<file path="src/rtl/sdiv_pkg.sv">
`default_nettype none
// +-----------------------------------------------------------------------------+
// | sdiv_pkg : state encoding and width/sign helpers for the sdiv_iter divider  |
// | Revision : 1.0                                                              |
// +-----------------------------------------------------------------------------+
package sdiv_pkg;

  typedef enum logic [1:0] {
    IDLE = 2'd0,
    PREP = 2'd1,
    CALC = 2'd2,
    DONE = 2'd3
  } state_e;

  // Helpers work on a fixed wide container; callers cast back to their width.
  localparam int HELPER_W = 64;

  function automatic int clog2(input int value);
    int res;
    res = 0;
    for (int i = 0; i < 31; i++) begin
      if ((1 << i) < value) res = i + 1;
    end
    return res;
  endfunction

  function automatic logic [HELPER_W-1:0] cond_neg(input logic [HELPER_W-1:0] v,
                                                   input logic neg);
    return neg ? (~v + {{(HELPER_W-1){1'b0}}, 1'b1}) : v;
  endfunction

  // Two's-complement magnitude of a zero-extended value whose sign bit is given.
  function automatic logic [HELPER_W-1:0] magnitude(input logic [HELPER_W-1:0] v,
                                                    input logic sign_bit);
    return cond_neg(v, sign_bit);
  endfunction

endpackage
`default_nettype wire

</file>
<file path="src/rtl/sdiv_step.sv">
`default_nettype none
// +-----------------------------------------------------------------------------+
// | sdiv_step : one combinational restoring-division step (shift, compare, sub) |
// | Revision  : 1.0                                                             |
// +-----------------------------------------------------------------------------+
module sdiv_step
  import sdiv_pkg::*;
#(
  parameter int WIDTH = 4
) (
  input  logic [WIDTH:0]   r_i,
  input  logic             bit_i,
  input  logic [WIDTH-1:0] dvs_i,
  output logic [WIDTH:0]   r_o,
  output logic             qbit_o
);

  logic [WIDTH+1:0] w_t;
  logic [WIDTH+1:0] w_dvs;

  assign w_t    = {r_i, bit_i};
  assign w_dvs  = {2'b00, dvs_i};
  assign qbit_o = (w_t >= w_dvs);
  // The partial remainder stays below the divisor, so the top bit never carries data.
  assign r_o    = qbit_o ? (WIDTH+1)'(w_t - w_dvs) : (WIDTH+1)'(w_t);

endmodule
`default_nettype wire

</file>
<file path="src/rtl/sdiv_iter.sv">
`default_nettype none
// +-----------------------------------------------------------------------------+
// | sdiv_iter : sequential signed restoring divider, 2*WIDTH / WIDTH -> WIDTH   |
// | Optional  : SDIV_ITER_ABORT_EN adds an abort input for PREP/CALC            |
// | Revision  : 1.0                                                             |
// +-----------------------------------------------------------------------------+
module sdiv_iter
  import sdiv_pkg::*;
#(
  parameter int WIDTH = 4
) (
  input  logic               clk,
  input  logic               rst,
`ifdef SDIV_ITER_ABORT_EN
  input  logic               abort,
`endif
  input  logic               in_valid,
  output logic               in_ready,
  input  logic [2*WIDTH-1:0] dividend,
  input  logic [WIDTH-1:0]   divisor,
  output logic               out_valid,
  input  logic               out_ready,
  output logic [WIDTH-1:0]   quotient,
  output logic [WIDTH-1:0]   remainder,
  output logic               overflow,
  output logic               div_by_zero
);

  localparam int CNT_W = clog2(WIDTH);

  state_e             state_q, state_d;
  logic [2*WIDTH-1:0] dvd_q, dvd_d;
  logic [WIDTH-1:0]   dvs_q, dvs_d;
  logic [WIDTH-1:0]   dmag_q, dmag_d;
  logic [WIDTH:0]     r_q, r_d;
  logic [WIDTH-1:0]   lo_q, lo_d;
  logic [WIDTH-2:0]   qmag_q, qmag_d;
  logic [CNT_W-1:0]   cnt_q, cnt_d;
  logic               qneg_q, qneg_d;
  logic               rneg_q, rneg_d;
  logic [WIDTH-1:0]   quotient_q, quotient_d;
  logic [WIDTH-1:0]   remainder_q, remainder_d;
  logic               overflow_q, overflow_d;
  logic               dbz_q, dbz_d;

  logic [2*WIDTH-1:0] w_dvd_mag;
  logic [WIDTH-1:0]   w_dvs_mag;
  logic [WIDTH:0]     w_step_r;
  logic               w_step_qbit;
  logic [WIDTH-1:0]   w_qfull;
  logic [WIDTH-1:0]   w_qlim;
  logic               w_fit_ovf;

  assign w_dvd_mag = (2*WIDTH)'(magnitude(HELPER_W'(dvd_q), dvd_q[2*WIDTH-1]));
  assign w_dvs_mag = WIDTH'(magnitude(HELPER_W'(dvs_q), dvs_q[WIDTH-1]));

  sdiv_step #(
    .WIDTH (WIDTH)
  ) u_step (
    .r_i    (r_q),
    .bit_i  (lo_q[WIDTH-1]),
    .dvs_i  (dmag_q),
    .r_o    (w_step_r),
    .qbit_o (w_step_qbit)
  );

  // The last quotient bit is only known on the final step, so the fit check
  // looks at the register contents plus the bit being produced now.
  assign w_qfull   = {qmag_q, w_step_qbit};
  assign w_qlim    = {1'b1, {(WIDTH-1){1'b0}}};
  assign w_fit_ovf = qneg_q ? (w_qfull > w_qlim) : (w_qfull >= w_qlim);

  always_comb begin
    state_d     = state_q;
    dvd_d       = dvd_q;
    dvs_d       = dvs_q;
    dmag_d      = dmag_q;
    r_d         = r_q;
    lo_d        = lo_q;
    qmag_d      = qmag_q;
    cnt_d       = cnt_q;
    qneg_d      = qneg_q;
    rneg_d      = rneg_q;
    quotient_d  = quotient_q;
    remainder_d = remainder_q;
    overflow_d  = overflow_q;
    dbz_d       = dbz_q;

    case (state_q)
      IDLE: begin
        if (in_valid) begin
          dvd_d   = dividend;
          dvs_d   = divisor;
          state_d = PREP;
        end
      end
      PREP: begin
        qneg_d = dvd_q[2*WIDTH-1] ^ dvs_q[WIDTH-1];
        rneg_d = dvd_q[2*WIDTH-1];
        dmag_d = w_dvs_mag;
        r_d    = {1'b0, w_dvd_mag[2*WIDTH-1:WIDTH]};
        lo_d   = w_dvd_mag[WIDTH-1:0];
        qmag_d = '0;
        cnt_d  = CNT_W'(WIDTH - 1);
        if (dvs_q == '0) begin
          dbz_d       = 1'b1;
          overflow_d  = 1'b1;
          quotient_d  = '0;
          remainder_d = '0;
          state_d     = DONE;
        end else if (w_dvd_mag[2*WIDTH-1:WIDTH] >= w_dvs_mag) begin
          dbz_d       = 1'b0;
          overflow_d  = 1'b1;
          quotient_d  = '0;
          remainder_d = '0;
          state_d     = DONE;
        end else begin
          state_d = CALC;
        end
      end
      CALC: begin
        r_d    = w_step_r;
        lo_d   = lo_q << 1;
        qmag_d = (WIDTH-1)'({qmag_q, w_step_qbit});
        cnt_d  = cnt_q - CNT_W'(1);
        if (cnt_q == '0) begin
          dbz_d      = 1'b0;
          overflow_d = w_fit_ovf;
          if (w_fit_ovf) begin
            quotient_d  = '0;
            remainder_d = '0;
          end else begin
            quotient_d  = WIDTH'(cond_neg(HELPER_W'(w_qfull), qneg_q));
            remainder_d = WIDTH'(cond_neg(HELPER_W'(w_step_r), rneg_q));
          end
          state_d = DONE;
        end
      end
      DONE: begin
        if (out_ready) state_d = IDLE;
      end
      default: state_d = IDLE;
    endcase

`ifdef SDIV_ITER_ABORT_EN
    if (abort && (state_q == PREP || state_q == CALC)) begin
      state_d     = IDLE;
      quotient_d  = quotient_q;
      remainder_d = remainder_q;
      overflow_d  = overflow_q;
      dbz_d       = dbz_q;
    end
`endif
  end

  always_ff @(posedge clk) begin
    if (rst) begin
      state_q     <= IDLE;
      dvd_q       <= '0;
      dvs_q       <= '0;
      dmag_q      <= '0;
      r_q         <= '0;
      lo_q        <= '0;
      qmag_q      <= '0;
      cnt_q       <= '0;
      qneg_q      <= 1'b0;
      rneg_q      <= 1'b0;
      quotient_q  <= '0;
      remainder_q <= '0;
      overflow_q  <= 1'b0;
      dbz_q       <= 1'b0;
    end else begin
      state_q     <= state_d;
      dvd_q       <= dvd_d;
      dvs_q       <= dvs_d;
      dmag_q      <= dmag_d;
      r_q         <= r_d;
      lo_q        <= lo_d;
      qmag_q      <= qmag_d;
      cnt_q       <= cnt_d;
      qneg_q      <= qneg_d;
      rneg_q      <= rneg_d;
      quotient_q  <= quotient_d;
      remainder_q <= remainder_d;
      overflow_q  <= overflow_d;
      dbz_q       <= dbz_d;
    end
  end

  assign in_ready    = (state_q == IDLE);
  assign out_valid   = (state_q == DONE);
  assign quotient    = quotient_q;
  assign remainder   = remainder_q;
  assign overflow    = overflow_q;
  assign div_by_zero = dbz_q;

endmodule
`default_nettype wire

</file>
<file path="config.mk">
export PLATFORM = sky130hd
export DESIGN_NAME = sdiv_iter
export DESIGN_NICKNAME = d
export VERILOG_FILES = /design/src/rtl/sdiv_pkg.sv /design/src/rtl/sdiv_step.sv /design/src/rtl/sdiv_iter.sv
export SDC_FILE = /design/constraint.sdc
export NUM_CORES = 1
export LEC_CHECK = 0
export BUFFER_PORTS_ARGS = -buffer_cell sky130_fd_sc_hd__buf_2
export CAP_MARGIN = 20
export CORE_MARGIN = 3
export CORE_UTILIZATION = 55
export DETAILED_ROUTE_END_ITERATION = 6
export GPL_ROUTABILITY_DRIVEN = 0
export PLACE_DENSITY_LB_ADDON = 0.08
export SYNTH_ARGS = -nofsm -noshare
export SYNTH_HDL_FRONTEND = slang
export SYNTH_HIERARCHICAL = 1
export SYNTH_SLANG_ARGS = --single-unit
</file>
<file path="constraint.sdc">
create_clock -name clk -period 3.1 [get_ports clk]
set_input_delay 0.31 -clock clk [delete_from_list [all_inputs] [get_ports clk]]
set_output_delay 0.31 -clock clk [all_outputs]
set_load 0.005 [all_outputs]
</file>
==> results.yml <==
timing:
  fmax_mhz: 360
  period_needed_ns: 2.78
  hold_viol: 0
  finalSetupViolCount: 0
  drv_slew: 0
  rsz0062_at_grt: "false"
  slew_headroom_pct: 41.0
  period_share_pct: 89.6
  tightest_slew_ns: 0.886
  setup_tns_ns: 0
  finalClockSkew_ns: 0.00796
global_route:
  grt_pass1_vias: 1817
  grt_start_max_net_pins: 38
  grt-ovfl-total: 0
  grt_antenna_before_repair: 0
  gr-usage-all-layers_pct: 19.1
  grt_first_pass_wirelength_mm: 8.14
clock_network:
  cts_root_buffer: "clkbuf_8"
  clock_path_buffers: 2
  clkTransAtPathRegs_ns: 0.08
  cts_tree: "yes"
  cts_buffers: 5
  cts_hold_buf: 0
  cts.sinks: 44
  htreeDepth: 2
  clkLatencyLatePin_ns: 0.29
placed_design:
  dpl_cell_area_sq_um: 2680
  hpwl_mm: 3.46
  dp.cells: 364
  io_buffers: 27
critical_path:
  cp_max_fo: 8
  ff2ff_path_depth: 15
  endpoint_kind: "flip-flop"
  arrival_ns: 2.95
  crit_type: "flip-flop to flip-flop"
  startpoint_type: "flip-flop"
  required_ns: 3.27
pwr:
  clkPwrFrac_pct: 16.4
  p_int_mw: 1.54
  combinationalPowerShare_pct: 53.4
  ir_drop_mv: 0.843
  leakagePower_nw: 1.13
  power.density_nw_per_um2: 936
  seq_power_share_pct: 30.2
  p_sw_mw: 1.08
  swShare_pct: 41.2
finish:
  layout-drive-gt1-share_pct: 14.9
  nFillCells: 385
  areaGrowthSynthToFinish_pct: 11.4
  nets: 356
  final-instance-count-excl-fill: 373
  antennaDiodeCount: 0
  final_area_sq_um: 2800
  postLayoutCoreUtil_pct: 66.6
floorplan:
  die_w_microns: 73.6
  io_pins: 28
  die_y_microns: 73.6
  fp.dieArea_sq_um: 5410
  initial_core_util_pct: 59.8
  rows: 23
  core_area_sq_um: 4200
drt:
  drt-total-wl_mm: 4.76
  num_vias: 2027
  ant_nets: 0
  route.detailed.drc: 0
  drtPass1Iterations: 4
  post_drt_wl_per_cell_microns: 12.8
  drt_iter0_drc: 118
  vias_per_cell: 5.43
yosys:
  syn_inst: 298
  synth_cell_type_count: 47
  netlist_area_sq_um: 2510
  ys_ff_latch: 44
  syn-num-nets: 332
  synth_top_flop_cell: "dfxtp_1"
  ys_async_sr_fraction_pct: 0
  yosysWarnings: 6
  synth_edf_count: 0
  ys_seq_area_share_pct: 35.1
  avgSynthCellArea_sq_um: 8.43
worst_hold_path:
  min_path_cells: 3
  hold_path.class: "input pin to flip-flop"
job:
  maxCapViolCount: 0
status:
  status: "completed"
==> state kept, by name, summed over array words and instances, names as in the netlist, 2 cells and up <==
name       cells
dmag_q         4
lo_q           4
r_q            5
state_q        2
cnt_q          2
qmag_q         3
remainder      4
dvs_q          4
dvd_q          8
quotient       4
==> cells by family after synthesis <==
logic type / after synthesis / synth area share (%)
AND/OR/NAND/NOR: 106 / 21.7
AO/OA/AOI/OAI: 60 / 16.0
flip-flops: 44 / 35.1
buffers and inverters: 38 / 5.73
multiplexers: 19 / 7.77
adder cells (fa/ha/maj): 18 / 9.26
XOR/XNOR: 13 / 4.53
==> per-stage QoR <==
step                worst slack [ns]  hold slack, ns  total power, mW
floorplan                      0.427           0.446             1.91
CTS                           0.0616           0.241             2.62
global route                   0.104           0.249             2.84
finish                         0.322           0.250             2.62
detailed placement            0.0794           0.448             2.18
global placement               0.209           0.444             2.17
==> worst max-delay path, stage by stage (launching register included) <==
cell and delay (ns):
dfxtp_1 0.33, inv_1 0.06, ha_1 0.14, inv_1 0.06, fa_1 0.40, a21o_2 0.26
a2111oi_4 0.28, buf_4 0.20, nand2_1 0.05, o21ai_0 0.19, inv_1 0.09, ha_1 0.20
nand2b_1 0.14, xnor2_1 0.12, nand2_1 0.08, mux2i_1 0.05
==> final cells by class <==
class,count,area (sq um),share of cell area [%]
multi-input cells,216,1490,53.3
repair buffers,31,165,5.90
well taps,50,62.6,2.24
clock inverters,2,35.0,1.25
inverters,24,90.1,3.22
flip-flops and latches,44,881,31.5
clock buffers,6,72.6,2.59
==> cell usage after synthesis, types with 2 or more instances <==
library cell,n,area share (%)
dfxtp_1,44,35
mux2i_1,18,7.2
a211oi_1,4,1.2
o21ai_0,5,1.0
nand3b_1,3,0.90
xor2_1,3,1.0
clkbuf_1,12,1.8
nand2_1,49,7.3
nand3_1,8,1.6
nor3b_1,4,1.2
xnor2_1,10,3.5
nand4b_1,3,1.0
a21oi_1,21,4.2
o31ai_1,4,1.2
inv_1,23,3.4
ha_1,17,8.5
o211ai_1,2,0.60
a31oi_1,3,0.75
nand2b_1,11,2.7
nor2_1,11,1.6
nor2b_1,7,1.7
o21ai_1,9,1.8
and2_1,2,0.50
a31o_1,2,0.70
==> power by group through the flow <==
stage	clock network [mW]	logic, mW	registers (mW)
CTS	0.445	1.38	0.789
global route	0.468	1.57	0.808
floorplan	0	1.13	0.778
detailed placement	0	1.38	0.802
finish	0.429	1.40	0.790
global placement	0	1.37	0.797
==> routing by layer <==
metal / GRT usage [%] / share of wire, %
met3: 4.65 / 4.1
met4: 6.84 / 1.1
met5: 0 / 0
met1: 25.3 / 51
met2: 30.0 / 44
==> final timing paths <==
kind             endpoint  slack (ns)          from
max          remainder[2]        0.32       lo_q[3]
min              dvs_q[0]        0.25    divisor[0]
max reg2reg  remainder[2]        0.32       lo_q[3]
min reg2reg  remainder[2]        0.45  remainder[2]
==> layout by cell type, fill, tap and decap left out, types with 7 or more instances in the layout <==
cell	Yosys	routed
nand2_1	49	49
dfxtp_1	44	44
buf_2	1	27
inv_1	23	23
a21oi_1	21	20
mux2i_1	18	18
ha_1	17	17
nand2b_1	11	11
nor2_1	11	11
xnor2_1	10	10
o21ai_1	9	9
nand3_1	8	8
nor2b_1	7	7
==> what timing repair did <==
action | CTS | global route
hold endpoints to repair | 0 | 0
setup endpoints to repair | 0 | 5
resized for setup | 0 | 1
buffers inserted | 0 | 1
(Power assumes the default switching activity.)
